--- config.mk ---
export PLATFORM = sky130hd
export DESIGN_NAME = falu_issue_stage
export DESIGN_NICKNAME = d
export VERILOG_FILES = /design/src/rtl/falu_issue_stage.sv
export SDC_FILE = /design/constraint.sdc
export NUM_CORES = 1
export LEC_CHECK = 0
export BUFFER_PORTS_ARGS = -buffer_cell sky130_fd_sc_hd__buf_4
export CELL_PAD_IN_SITES_DETAIL_PLACEMENT = 0
export CELL_PAD_IN_SITES_GLOBAL_PLACEMENT = 1
export CORE_UTILIZATION = 38
export CTS_BUF_LIST = sky130_fd_sc_hd__clkbuf_4
export CTS_CLUSTER_DIAMETER = 60
export DETAILED_ROUTE_END_ITERATION = 7
export GPL_TIMING_DRIVEN = 0
export PLACE_DENSITY = 0.63
export SYNTH_ARGS = -nofsm -noshare
export SYNTH_HDL_FRONTEND = slang
export SYNTH_SLANG_ARGS = --single-unit
--- constraint.sdc ---
create_clock -name clk -period 7.71 [get_ports clk]
set_input_delay 0.771 -clock clk [delete_from_list [all_inputs] [get_ports clk]]
set_output_delay 0.771 -clock clk [all_outputs]
set_load 0.05 [all_outputs]
--- src/rtl/falu_issue_stage.sv ---
// Issue/result staging around the combinational FP ALU: an in-order op FIFO
// feeds the ALU operand ports and a valid/ready output register captures results.
module falu_issue_stage #(
    parameter int DEPTH = 4,
    parameter int TAG_W = 5
) (
    input  logic                     clk,
    input  logic                     rst_n,
    input  logic                     flush,
    input  logic                     in_valid,
    output logic                     in_ready,
    input  logic [3:0]               in_alu_op,
    input  logic [31:0]              in_op1,
    input  logic [31:0]              in_op2,
    input  logic [TAG_W-1:0]         in_tag,
    output logic [3:0]               falu_alu_op,
    output logic [31:0]              falu_op1,
    output logic [31:0]              falu_op2,
    input  logic [31:0]              falu_result,
    input  logic                     falu_cmp,
    output logic                     out_valid,
    input  logic                     out_ready,
    output logic [31:0]              out_result,
    output logic                     out_cmp,
    output logic [TAG_W-1:0]         out_tag,
    output logic [$clog2(DEPTH):0]   occupancy
);
    localparam int PTR_W = $clog2(DEPTH);
    localparam int OCC_W = PTR_W + 1;

    logic [3:0]       mem_op  [DEPTH];
    logic [31:0]      mem_op1 [DEPTH];
    logic [31:0]      mem_op2 [DEPTH];
    logic [TAG_W-1:0] mem_tag [DEPTH];

    logic [PTR_W-1:0] wr_ptr;
    logic [PTR_W-1:0] rd_ptr;
    logic [OCC_W-1:0] occ;
    logic             not_empty;
    logic             full;
    logic             push;
    logic             adv;

    assign not_empty = (occ != '0);
    assign full      = (occ == OCC_W'(DEPTH));
    assign in_ready  = ~full & ~flush;
    assign push      = in_valid & in_ready;
    assign adv       = not_empty & (~out_valid | out_ready) & ~flush;
    assign occupancy = occ;

    // ALU inputs depend only on stored state so the in_* path never reaches the ALU
    assign falu_alu_op = not_empty ? mem_op[rd_ptr]  : 4'h0;
    assign falu_op1    = not_empty ? mem_op1[rd_ptr] : 32'h0;
    assign falu_op2    = not_empty ? mem_op2[rd_ptr] : 32'h0;

    always_ff @(posedge clk) begin
        if (push) begin
            mem_op[wr_ptr]  <= in_alu_op;
            mem_op1[wr_ptr] <= in_op1;
            mem_op2[wr_ptr] <= in_op2;
            mem_tag[wr_ptr] <= in_tag;
        end
    end

    // Pointers wrap naturally because DEPTH is a power of two
    always_ff @(posedge clk or negedge rst_n) begin
        if (!rst_n) begin
            wr_ptr <= '0;
            rd_ptr <= '0;
            occ    <= '0;
        end else if (flush) begin
            wr_ptr <= '0;
            rd_ptr <= '0;
            occ    <= '0;
        end else begin
            if (push) wr_ptr <= wr_ptr + PTR_W'(1);
            if (adv)  rd_ptr <= rd_ptr + PTR_W'(1);
            case ({push, adv})
                2'b10:   occ <= occ + OCC_W'(1);
                2'b01:   occ <= occ - OCC_W'(1);
                default: occ <= occ;
            endcase
        end
    end

    always_ff @(posedge clk or negedge rst_n) begin
        if (!rst_n) begin
            out_valid  <= 1'b0;
            out_result <= '0;
            out_cmp    <= 1'b0;
            out_tag    <= '0;
        end else if (flush) begin
            out_valid <= 1'b0;
        end else if (adv) begin
            out_valid  <= 1'b1;
            out_result <= falu_result;
            out_cmp    <= falu_cmp;
            out_tag    <= mem_tag[rd_ptr];
        end else if (out_valid && out_ready) begin
            out_valid <= 1'b0;
        end
    end
endmodule

# After elaboration in Yosys (flattened, before gate mapping)
# Memory sizes are Yosys's and may differ from the RTL's. A register that Yosys moved wholly into a read port is not among the register bits.
# Cells that the tools add are included.
dict set report totals {
  inputBits 111
  mem_bits_ro 0
  memories 4
  register_bits 41
  out_inout_bits 111
  ram_bits 292
  latchBits 0
  elab_cells 47
}
# memory words word_bits rd rd_ports_with_merged_regs wr line_no
set mem_list {}
lappend mem_list {mem_op1 4 32 1 0 1 32} ;# logic [31:0] mem_op1 [DEPTH];
lappend mem_list {mem_op2 4 32 1 0 1 33} ;# logic [31:0] mem_op2 [DEPTH];
lappend mem_list {mem_tag 4 5 1 1 1 34} ;# logic [TAG_W-1:0] mem_tag [DEPTH];
lappend mem_list {mem_op 4 4 1 0 1 31} ;# logic [3:0] mem_op [DEPTH];
dict set report op_classes {
  div_mod_pow 0
  eq_ne 3
  n_shift 0
  order_cmp 0
  n_reduce_logical 8
  n_bitwise 8
  n_addsub 4
  muxes 14
  mul 0
}
# op n
set op_table {}
lappend op_table {{32-bit 2-to-1 mux} 2}
lappend op_table {{3-bit nonzero test} 3}
lappend op_table {{2-bit 2-to-1 mux} 4}
lappend op_table {{3-bit case mux with 2 select lines} 1}
lappend op_table {{1-bit 2-to-1 mux} 5}
lappend op_table {{2-bit by 1-bit adder with 2-bit output, second input constant} 2}
lappend op_table {{1-bit bitwise AND} 4}
lappend op_table {{4-bit 2-to-1 mux} 1}
lappend op_table {{2-bit nonzero test} 2}
lappend op_table {{3-bit by 1-bit adder with 3-bit output, second input constant} 1}
lappend op_table {{3-bit == test, second input constant} 1}
lappend op_table {{3-bit 2-to-1 mux} 1}
lappend op_table {{1-bit inverter} 3}
lappend op_table {{3-bit by 1-bit subtractor with 3-bit output, second input constant} 1}
lappend op_table {{2-bit by 1-bit == test with 1-bit output, second input constant} 1}
lappend op_table {{2-bit == test, second input constant} 1}
lappend op_table {{2-bit AND reduction} 1}
lappend op_table {{1-bit logical AND} 1}
lappend op_table {{1-bit logical NOT} 1}
lappend op_table {{1-bit OR} 1}

# Depth between registers and ports, before layout
dict set report logic_depth {
  depth_word 7
  mapped_depth 11
}

# Least setup slack after synthesis
# Ideal clock, no wire load.
dict set report synth_timing {
  path_kind {input port to flip-flop}
  from {input flush}
  to {memory mem_op1[0][0] (enable)}
  path_stages 4
  slack_ps 4212
  required_time_ps 7271
  t_arrival_ps 3059
  path_buffers 1
  setup_time_ps 439
  cell_sequence {buf_2 -> nand2b_1 -> a21oi_2 -> and2_1}
}
dict set report synth_via {
  elab_chain_len 5
}
# element line_no
set synth_lines {}
lappend synth_lines {{from (decl)} 9} ;# input logic flush,
lappend synth_lines {{1-bit inverter (no line)} --}
lappend synth_lines {{1-bit bitwise AND} 46} ;# assign in_ready = ~full & ~flush;
lappend synth_lines {{1-bit bitwise AND} 47} ;# assign push = in_valid & in_ready;
lappend synth_lines {{1-bit 2-to-1 mux} 57} ;# if (push) begin
lappend synth_lines {{1-bit 2-to-1 mux (not written as such)} 59} ;# mem_op1[wr_ptr] <= in_op1;
lappend synth_lines {{to (decl)} 32}
# Every way passes these cells.

# Final worst setup path
dict set report layout_timing {
  from {register rd_ptr[0]}
  to {output falu_op2[22]}
}
dict set report layout_via {
  elab_chain_len 2
}
# element line_no
set layout_lines {}
lappend layout_lines {{from (decl)} 37} ;# logic [PTR_W-1:0] rd_ptr;
lappend layout_lines {{from (signal assigned)} 77} ;# if (adv) rd_ptr <= rd_ptr + PTR_W'(1);
lappend layout_lines {{memory 4 x 32 bit} --}
lappend layout_lines {{32-bit 2-to-1 mux} 54} ;# assign falu_op2 = not_empty ? mem_op2[rd_ptr] : 32'h0;
lappend layout_lines {{to (decl)} 18} ;# output logic [31:0] falu_op2,
# Every way passes these cells.

==> metrics.md <==
| Metric | Value |
|---|---|
| 1st-iter DRT viols | approximately 370 |
| Ports | ~220 |
| FFs w/ async S/R, synth | 13.6% |
| Crit Path Max Fanout | 10 |
| Area growth syn-to-layout | 27.2% |
| Status | finished clean |
| Most frequent cells after synthesis | edfxtp_1 (292), mux4_2 (73), nor2b_1 (72), dfrtp_1 (46), mux2_2 (30) |
| Top-count cell post-synth | edfxtp_1 |
| Total number of clock tree sinks | between 300 and 400 |
| WHS | 0.0889 ns |
| Synth Cell Area | between 10000 and 15000 um2 |
| Hold violation count in the final report | 0 |
| Slowest cell on crit path | mux4_2 |
| Tightest Pin Transition | about 0.69 ns |
| Die W | ~190 um |
| Synth top area cells | edfxtp_1 (68%), mux4_2 (13%), dfrtp_1 (8.9%) |
| Pwr dens | ~420 nW/um2 |
| Flop pwr share | between 30 and 40% |
| DRC violations left | 0 |
| Detail Route Antenna Nets | 0 |
| Placed cells | around 1300 |
| Largest net degree at the start of global routing | 52 |
| Internal power | approximately 4200 uW |
| Sequential-to-total area share from yosys stat | 76.5% |
| # fillers | slightly below 3000 |
| Fin. max-slew vios | 0 |
| Reg area | about 9900 um2 |
| Core area | roughly 34000 um2 |
| Final Instance Area | approximately 16000 um2 |
| Tcrit/Tclk final | 46.1% |
| Max Fclk | between 200 and 300 MHz |
| Layout Skew | ~0.048 ns |
| CTS tree | yes |
| Avg Vias per Cell | ~4.8 |
| Syn avg cell area | approximately 22 um2 |
| Via count | approximately 6800 |
| Minimum clock period after layout | around 3.6 ns |
| Ys Warns | 0 |
| CTS clk-pin slew, worst paths | ~0.060 ns |
| CTS Buf Count | about 90 |
| Area share of the largest cell type after synthesis | approximately two thirds |
| Port bufs | 221 |
| Tot GR Track Use | between 15 and 20% |
| Worst Path Buf+Inv | 4 |
| Worst setup SP type | flop |
| # rows | 67 |
| Comb pwr share | about 45% |
| Leak pwr | about 0.0060 uW |
| Final setup viols | 0 |
| TNS Setup | 0 ns |
| H-tree levels | 3 |
| Global-route wire length before repair | roughly 43000 um |
| Kind of critical path | reg -> out |
| Clk root buf | clkbuf_4 |
| Clock latency on the worst-skew pair | a little over 0.7 ns |
| WP data arrival | roughly 2.8 ns |
| Worst vdd ir | 233 uV |
| CP most frequent cell | buf_4 |
| Area after DPL | ~15000 um2 |
| Initial antenna violation count | 1 |
| RePlAce Congestion | around 0.78 |
| Full die area | about 35000 um2 |
| Synth Register Bits | approximately 340 |
| DPL Wire Length | approximately 17000 um |
| Post-synth EDFFs | approximately 290 |
| Initial Util | between 30% and 40% |
| Post-synthesis instance total | approximately 600 |
| CP delay by family, top | buffers and inverters |
| Post-CTS Setup Bufs | 0 |
| GRT Residual Overflow | 0 |
| Die Y | around 190 um |
| Net Count, Synth | just over 700 |
| Hold Buf Count CTS | 0 |
| Switching Power | between 2000 and 3000 uW |
| Critical path endpoint category | output port |
| Critical Path RT | roughly 7 ns |
| Max cap viols | 0 |
| Post-DR wirelength/cell | between 15 and 20 um |
| Max stage delay on crit path | roughly 0.53 ns |
| Crit-path cells | clkbuf_1 > buf_4 > buf_4 > mux4_2 > nor2b_1 > buf_4 |
| Hold Crit Class | in -> async |
| Vias in the first global route | a little under 8000 |
| Post-Route WL | 27100 um |
| RSZ-0062 raised after global routing | false |
| Share of post-route cells with drive strength above 1 | 50.6% |
| Router iterations before antenna repair | 4 |
| Top cell type by total area after synthesis | edfxtp_1 |
| Yosys cell types | 32 |
| Slew HR | approximately 54% |
| Fin cells | 1432 |
| CTS Buffer Depth | 3 |
| Switching share of power | roughly 40% |
| Power Total | approximately 7000 uW |
| CTS resizes | 0 |
| Final net count | between 1000 and 1500 |
| Predominant post-synthesis flop cell | edfxtp_1 |
| Multi-input gate area in the final layout | 2880 um2 |
| Clock share of power | 22.5% |
[cells in the final DEF, fill, tap and decap left out, types with 4 or more instances in the layout]
cell type  netlist  routed
buf_16           0       4
clkbuf_4         0     128
mux4_2          73      73
edfxtp_1       292     292
clkinv_2         0       6
dfrtp_1         46      46
nor2b_1         72      72
mux2_2          30      30
and2_4           0       4
mux2_4           9       9
nand2_1          4       4
clkbuf_1        13      13
buf_2            7       7
ha_1             4       4
nor2_1           4       4
clkinv_1         0      25
buf_4            5     226
[power by group through the flow]
| stage | Combinational, uW | Clock, uW | Sequential, uW |
|---|---|---|---|
| finish | 3120 | 1570 | 2290 |
| global route | 3290 | 1740 | 2320 |
| CTS | 3180 | 1630 | 2300 |
| detailed placement | 3180 | 0 | 2340 |
| global placement | 3140 | 0 | 2330 |
| floorplan | 1840 | 0 | 2710 |
[state kept, by name, indices dropped and copies added (netlist names)]
| register | flops |
|---|---|
| mem_op1 | 128 |
| mem_op2 | 128 |
| out_result | 32 |
| mem_tag | 20 |
| mem_op | 16 |
| out_tag | 5 |
| occupancy | 3 |
| rd_ptr | 2 |
| wr_ptr | 2 |
| out_cmp | 1 |
| out_valid | 1 |
[per-stage QoR]
step                      setup slack (ns)  util [%]
after floorplan                       4.21         -
after global placement                2.52      45.3
after detailed placement              4.69      45.6
after CTS                             4.00      49.2
after global routing                  3.93      49.2
final                                 4.15      49.2
[worst paths after layout]
kind | cells after the start | endpoint | slack (ns) | startpoint
min reg2reg | 1 | out_result[23]$_DFFE_PN0P_ | 0.50 | out_result[23]$_DFFE_PN0P_
min in group clk | 1 | mem_op1[1][21]$_DFFE_PP_ | 0.26 | in_op1[21]
max in group asynchronous | 1 | out_cmp$_DFFE_PN0P_ | 7.20 | rst_n
max | 6 | falu_op2[22] | 4.15 | rd_ptr[0]$_DFFE_PN0P_
min | 1 | out_tag[4]$_DFFE_PN0P_ | 0.09 | rst_n
max reg2reg | 9 | occupancy[2]$_DFFE_PN0P_ | 4.98 | occupancy[2]$_DFFE_PN0P_
[layer usage]
layer  part of all wire (%)  track usage (%)
met1                     41             19.0
met2                     50             26.8
met3                    6.9             5.60
met4                    1.8             6.37
met5                      0                0
[worst reg2reg max path: cells and delay by family, from the launching register on]
kind | cells | cell delay, ns
AND/OR/NAND/NOR | 3 | 0.86
buffers and inverters | 3 | 0.50
AO/OA/AOI/OAI | 2 | 0.46
adder cells (fa/ha/maj) | 1 | 0.45
flip-flops | 1 | 0.40
[final cells by class]
class	count	share of cell area (%)
inverter	3	0.0683
timing repair buffer	225	10.7
antenna	1	0.0152
sequential	338	60.2
buffer	30	0.987
tap	448	3.40
clock inverter	35	1.35
multi-input combinational	224	17.4
clock buffer	128	5.83
[cell families after synthesis]
family	count (synthesis)	share of synthesized area, %
DFF	338	76.5
muxes	113	16.4
and+or+nand+nor	92	4.41
buffers and inverters	33	1.34
AOI/OAI and AO/OA	11	0.541
adders and majority gates	5	0.541
xor gates and xnor gates	3	0.203
Note: power is estimated with default switching activity, not from simulation.
